**config.mk**
```make
export PLATFORM = sky130hd
export DESIGN_NAME = sd_otf_convert_flat
export DESIGN_NICKNAME = d
export VERILOG_FILES = /design/src/rtl/sd_otf_convert_if.sv /design/src/rtl/sd_otf_convert.sv /design/src/flat_wrapper.sv
export SDC_FILE = /design/constraint.sdc
export NUM_CORES = 1
export LEC_CHECK = 0
export CELL_PAD_IN_SITES_DETAIL_PLACEMENT = 1
export CELL_PAD_IN_SITES_GLOBAL_PLACEMENT = 2
export CORE_MARGIN = 2
export CORE_UTILIZATION = 36
export CTS_CLUSTER_DIAMETER = 120
export DETAILED_ROUTE_END_ITERATION = 8
export PLACE_DENSITY_LB_ADDON = 0.05
export SETUP_SLACK_MARGIN = 0.05
export SYNTH_ARGS = -nofsm -noshare
export SYNTH_HDL_FRONTEND = slang
export SYNTH_SLANG_ARGS = --single-unit
export TNS_END_PERCENT = 5
```
**constraint.sdc**
```tcl
create_clock -name clk -period 1.6 [get_ports clk]
set_clock_uncertainty 0.2 [all_clocks]
set_input_delay 0.32 -clock clk [delete_from_list [all_inputs] [get_ports clk]]
set_output_delay 0.32 -clock clk [all_outputs]
set_load 0.02 [all_outputs]
```
**src/rtl/sd_otf_convert_if.sv**
```systemverilog
// Handshake bundle for the signed-digit to two's-complement converter:
// the digit input stream, the word restart strobe and the result word stream.
interface sd_otf_convert_if #(
    parameter int NDIG = 9
) ();
    logic            sync;
    logic [1:0]      in_digit;
    logic            in_valid;
    logic            in_ready;
    logic [NDIG:0]   out_data;
    logic            out_valid;
    logic            out_ready;

    // Digit source plus result consumer side.
    modport master (
        output sync, in_digit, in_valid, out_ready,
        input  in_ready, out_data, out_valid
    );

    // Converter side.
    modport slave (
        input  sync, in_digit, in_valid, out_ready,
        output in_ready, out_data, out_valid
    );
endinterface

```
**src/rtl/sd_otf_convert.sv**
```systemverilog
// On-the-fly conversion of an MSD-first borrow-save digit stream into a
// two's-complement word. Two candidate prefixes Q and QM = Q-1 are kept so
// each new digit only shifts and selects; no carry chain is ever needed.
module sd_otf_convert #(
    parameter int NDIG = 9
) (
    input  logic              clk,
    input  logic              rst,
    sd_otf_convert_if.slave   bus
);
    // A one-digit word still needs a 1-bit counter to keep the widths legal.
    localparam int CNT_W = (NDIG > 1) ? $clog2(NDIG) : 1;
    localparam logic [CNT_W-1:0] LAST = CNT_W'(NDIG - 1);

    logic [CNT_W-1:0] cnt, cnt_nxt, base_cnt;
    logic [NDIG:0]    q, qm, q_nxt, qm_nxt;
    logic [NDIG:0]    base_q, base_qm, sh_q, sh_qm;
    logic [NDIG:0]    out_data_q, out_data_nxt;
    logic             out_valid_q, out_valid_nxt;
    logic             accept, is_pos, is_neg;

    // Input stalls only while a finished word is pending and not being taken.
    assign bus.in_ready  = !out_valid_q || bus.out_ready;
    assign bus.out_data  = out_data_q;
    assign bus.out_valid = out_valid_q;

    assign accept = bus.in_valid && bus.in_ready;
    assign is_pos = (bus.in_digit == 2'b10);
    assign is_neg = (bus.in_digit == 2'b01);

    // Restart selects a fresh word, then the digit appends to Q or QM.
    always_comb begin
        base_cnt = bus.sync ? '0 : cnt;
        base_q   = bus.sync ? '0 : q;
        base_qm  = bus.sync ? '1 : qm;
        sh_q     = {base_q[NDIG-1:0], 1'b0};
        sh_qm    = {base_qm[NDIG-1:0], 1'b1};
        if (is_pos) begin
            sh_q  = {base_q[NDIG-1:0], 1'b1};
            sh_qm = {base_q[NDIG-1:0], 1'b0};
        end else if (is_neg) begin
            sh_q  = {base_qm[NDIG-1:0], 1'b1};
            sh_qm = {base_qm[NDIG-1:0], 1'b0};
        end
    end

    // Word completion loads the output and re-arms Q/QM on the same edge.
    always_comb begin
        cnt_nxt       = base_cnt;
        q_nxt         = base_q;
        qm_nxt        = base_qm;
        out_data_nxt  = out_data_q;
        out_valid_nxt = out_valid_q && !bus.out_ready;
        if (accept) begin
            if (base_cnt == LAST) begin
                out_data_nxt  = sh_q;
                out_valid_nxt = 1'b1;
                cnt_nxt       = '0;
                q_nxt         = '0;
                qm_nxt        = '1;
            end else begin
                cnt_nxt = base_cnt + CNT_W'(1);
                q_nxt   = sh_q;
                qm_nxt  = sh_qm;
            end
        end
    end

    // State registers; reset discards both the partial and the pending word.
    always_ff @(posedge clk or posedge rst) begin
        if (rst) begin
            cnt         <= '0;
            q           <= '0;
            qm          <= '1;
            out_data_q  <= '0;
            out_valid_q <= 1'b0;
        end else begin
            cnt         <= cnt_nxt;
            q           <= q_nxt;
            qm          <= qm_nxt;
            out_data_q  <= out_data_nxt;
            out_valid_q <= out_valid_nxt;
        end
    end
endmodule

```
**src/flat_wrapper.sv**
```systemverilog
// flat-port wrapper written by rule: the top's interface ports become plain ports
module sd_otf_convert_flat 
#(
    parameter int NDIG = 9
)
  (clk, rst, bus_sync, bus_in_digit, bus_in_valid, bus_out_ready, bus_in_ready, bus_out_data, bus_out_valid);
  sd_otf_convert_if #(.NDIG(NDIG)) bus_i ();
  input  logic clk;
  input  logic rst;
  input wire logic [$bits(bus_i.sync)-1:0] bus_sync;
  input wire logic [$bits(bus_i.in_digit)-1:0] bus_in_digit;
  input wire logic [$bits(bus_i.in_valid)-1:0] bus_in_valid;
  input wire logic [$bits(bus_i.out_ready)-1:0] bus_out_ready;
  output wire logic [$bits(bus_i.in_ready)-1:0] bus_in_ready;
  output wire logic [$bits(bus_i.out_data)-1:0] bus_out_data;
  output wire logic [$bits(bus_i.out_valid)-1:0] bus_out_valid;
  assign bus_i.sync = bus_sync;
  assign bus_i.in_digit = bus_in_digit;
  assign bus_i.in_valid = bus_in_valid;
  assign bus_i.out_ready = bus_out_ready;
  assign bus_in_ready = bus_i.in_ready;
  assign bus_out_data = bus_i.out_data;
  assign bus_out_valid = bus_i.out_valid;
  sd_otf_convert #(.NDIG(NDIG)) u_core (.clk(clk), .rst(rst), .bus(bus_i));
endmodule
```
; ---- After elaboration in Yosys (flattened, before gate mapping)
; Cells that the tools add are included.
[word_totals]
register_bits = 33
inputBits = 7
out_inout_bits = 12
wordCells = 30
[classes]
addsub = 1
eq_ne = 3
n_mux = 15
n_reduce_logical = 6
[ops]
columns = operator, count
row1 = $mux W9, 7
row2 = $mux W10, 2
row3 = $mux W4, 3
row4 = $add A4 B1 Y4 const B, 1
row5 = $eq A4 B4 Y1 const B, 1
row6 = $mux W1, 3
row7 = $eq A2 B1 Y1 const B, 1
row8 = $eq A2 B2 Y1 const B, 1
row9 = $logic_and A1 B1 Y1, 2
row10 = $logic_not A1 Y1, 2
row11 = $reduce_and A2 Y1, 1
row12 = $logic_or A1 B1 Y1, 1

; ---- Longest topological paths before layout
[depth]
depth_word = 5
ltp_mapped = 7
depth_no_buf = 5

; ---- Least setup slack after synthesis
; No wires, ideal clock.
[synth_timing]
path_kind = register to register
from = reg u_core.out_valid_q (netlist: u_core.bus.out_valid)
to = reg u_core.qm[2]
setup_time_ps = 77
t_arrival_ps = 1358
required_ps = 1323
slack_ps = -35
stages_incl_launch_ff = 6
n_path_buf = 1
period_less_slack_ps = 1635
cell_sequence = dfrtp_1 > nor2b_2 > inv_2 > clkbuf_1 > a21boi_0 > a31oi_1
[synth_between]
elab_chain_len = 4
[synth_rtl]
columns = item, line_no
row1 = start: declaration, sd_otf_convert.sv:19  ; logic out_valid_q, out_valid_nxt;
row2 = start signal: assignment, sd_otf_convert.sv:82  ; out_valid_q <= out_valid_nxt;
row3 = $logic_not A1 Y1, sd_otf_convert.sv:23  ; assign bus.in_ready = !out_valid_q || bus.out_ready;
row4 = $logic_or A1 B1 Y1, sd_otf_convert.sv:23
row5 = via bus_in_ready, flat_wrapper.sv:14  ; output wire logic [$bits(bus_i.in_ready)-1:0] bus_in_ready;
row6 = $logic_and A1 B1 Y1, sd_otf_convert.sv:27  ; assign accept = bus.in_valid && bus.in_ready;
row7 = $mux W9, sd_otf_convert.sv:54  ; if (accept) begin
row8 = via u_core.qm_nxt[2], sd_otf_convert.sv:16  ; logic [NDIG:0] q, qm, q_nxt, qm_nxt;
row9 = end signal: assignment, sd_otf_convert.sv:80  ; qm <= qm_nxt;
row10 = end: declaration, sd_otf_convert.sv:16
; The timed path passes the listed nets, and every way through them passes these cells.
; A chain may end at the register's enable or synchronous reset.

; ---- Worst setup path in the final report
[layout_timing]
from = in bus_in_valid
to = reg u_core.cnt[2]
[layout_between]
elab_chain_len = 2
[layout_rtl]
columns = item, line_no
row1 = start: declaration, flat_wrapper.sv:12  ; input wire logic [$bits(bus_i.in_valid)-1:0] bus_in_valid;
row2 = $logic_and A1 B1 Y1, sd_otf_convert.sv:27
row3 = $mux W4, sd_otf_convert.sv:54
row4 = via u_core.cnt_nxt[2], sd_otf_convert.sv:15  ; logic [CNT_W-1:0] cnt, cnt_nxt, base_cnt;
row5 = end signal: assignment, sd_otf_convert.sv:78  ; cnt <= cnt_nxt;
row6 = end: declaration, sd_otf_convert.sv:15
; The timed path passes the listed nets, and every way through them passes these cells.

==> out/results.txt <==
Core ar. = 4720 sq um
Slew HR = 0.766
routed vias = 1503
Net Count, Synth = 179
Post-Synthesis Cells = 170
Die H = 74.1 um
Tot Pwr = 1.84 mW
Internal = 1.35 mW
global-route wire length before repair = 8.03 mm
Post-DRT Antenna Nets = 0
vias in the first global route = 1585
fin area = 2410 sq um
most area-consuming cells after synthesis = dfrtp_1 34%, dfstp_2 13%, mux2i_1 5.7%
GR Overflow Total = 0
Post-Place Cells = 266
Post-synth EDFFs = 0
dpl hpwl = 3.22 mm
fin crit share = 0.981
Main synth FF type = dfrtp_1
latest clock arrival within the worst-skew pair = 280 ps
crit path time final = 1570 ps
Combinational Power Share = 0.160
ys async rst share = 1.00
Ys Warns = 0
Slew @ Worst Pin = 350 ps
total length of routed wires = 4.88 mm
IO Port Bufs = 18
crit path from = bus_in_valid
Seq. cell area = 838 sq um
Mean Syn Cell Area = 10.4 sq um
Num CTS Buffers = 5
largest net degree at the start of global routing = 34
Final setup viols = 0
Layout area overhead = 36.4%
Sw Share = 0.270
CTS clk-pin slew, worst paths = 70 ps
RSZ-0062 raised after global routing = true
antenna violations before repair = 0
fill cell count = 524
Total GRT Usage = 0.196
top fanout value on the critical path = 5
worst vdd ir = 540 uV
Non-Filler Instances = 283
Final Wtd Congestion = 0.810
Core Rows = 25
top-count cell post-synth = dfrtp_1
Initial Util = 0.374
drt wl/cell = 17.2 um
detailed-route DRC error count = 0
Worst Path Required = 1610 ps
Net Switching = 497 uW
critical path type = primary input to register
Multi-input gate area = 893 sq um
Critical Path End Type = register
leakage power = 1.11 nW
top-level port count = 19
synthesis-stage register bit count = 33
Post-synth top cells = 24 x dfrtp_1, 15 x inv_1, 13 x nor2b_1
nets = 224
launching point of the worst reg2reg path = u_core.bus.out_valid
Post-DP Area = 2160 sq um
Synth top area share = 0.340
n_diodes = 0
Critical Path Source Type = primary input
sequential area share after synthesis = 0.473
Cell variety after synth = 35
clock buffer depth = 2
width of the die = 74.1 um
status = complete, no violations
1st-pass router iterations = 4
cell taking the most area after synthesis = dfrtp_1
area of the die = 5490 sq um
Max Slew Vio Count = 0
Hold Path Class = primary input to asynchronous set/reset pin
endpoints failing hold = 0
fmax = 637 MHz
vias per cell = 5.31
Max-Cap Viols = 0
CP arrival = 1580 ps
Clock Power Share = 0.332
mapped cell area = 1770 sq um
sequential share of power = 0.509
CTS tree = yes
Detailed Route Iter0 Violations = 93
layout cells sized above 1 = 0.338
CTS root buffer = clkbuf_8
clk sinks = 33
PwrDens = 765 nW/um^2
Max H-tree Level = 2
metrics by stage:
stage                util  setup WS, ps  hold slack (ps)  TNS [ps]
floorplan               -          23.3              242         0
global placement    0.456          -610              306    -16820
detailed placement  0.456          -647              320    -18450
CTS                 0.499         -16.8              180     -16.8
global route        0.510         -12.2              206     -58.9
finish              0.510          30.9              186         0
flip-flops by register name, summed over array words and instances (netlist names):
name                  cells
u_core.bus.out_data      10
u_core.q                  9
u_core.qm                 9
u_core.cnt                4
u_core.bus.out_valid      1
what timing repair did:
item	in CTS	in global routing
resized for setup	49	6
endpoints found under the setup margin	43	27
hold buffers	0	0
pin swaps	5	2
cloned	1	0
setup buffers	5	3
final cells by class:
| cell class | instances | area share |
|---|---|---|
| clock buffer | 8 | 0.0332 |
| timing repair buffer | 51 | 0.187 |
| inverter | 17 | 0.0265 |
| sequential | 33 | 0.348 |
| tap | 67 | 0.0348 |
| multi-input combinational | 107 | 0.371 |
critical path: stages:
cell and delay [ps]:
clkdlybuf4s50_1 480, inv_1 100, or4_4 540, a21oi_2 150
placed cells by master (no fill, tap or decap), drive strengths merged:
cell type	n
buf	36
dfrtp	24
inv	17
nor2b	14
dlygate4sd2	13
o21ai	11
mux2i	10
o31ai	10
nor2	9
a2bb2oi	9
a31oi	9
dfstp	9
o22ai	9
clkbuf	8
a21boi	7
nand2	3
and2	2
ha	2
clkdlybuf4s50	2
or4	2
a21oi	2
or3b	1
nor3	1
nand4	1
a211o	1
o2bb2ai	1
a211oi	1
a41o	1
o211a	1
power groups by stage:
stage                     Sequential (mW)  Combinational (mW)  Clock (mW)
after detailed placement            0.945               0.264           0
after CTS                           0.937               0.294       0.633
after floorplan                     0.938               0.168           0
final                               0.938               0.295       0.612
after global routing                0.944               0.326       0.659
after global placement              0.946               0.254           0
cell families after synthesis:
logic type               synth area share
multiplexers                       0.0566
buffers and inverters              0.0750
AO/OA/AOI/OAI                       0.271
adder cells (fa/ha/maj)            0.0142
AND/OR/NAND/NOR                     0.110
flip-flops                          0.473
final timing paths:
check / slack (ps) / cells after the start / to
worst max-delay path: 30 / 4 / u_core.cnt[2]
worst min-delay path: 190 / 3 / u_core.bus.out_data[7]
worst max register to register: 40 / 4 / u_core.cnt[2]
worst min register to register: 320 / 2 / u_core.bus.out_data[8]
max in group asynchronous: 750 / 3 / u_core.qm[1]
min in group clk: 190 / 3 / u_core.q[0]
metal layers:
metal / part of all wire / track usage / vias up
li1: - / - / 706
met1: 0.47 / 0.266 / 773
met2: 0.48 / 0.315 / 18
met3: 0.028 / 0.0325 / 6
met4: 0.019 / 0.0768 / 0
met5: 0 / 0 / -
(Power assumes the default switching activity.)
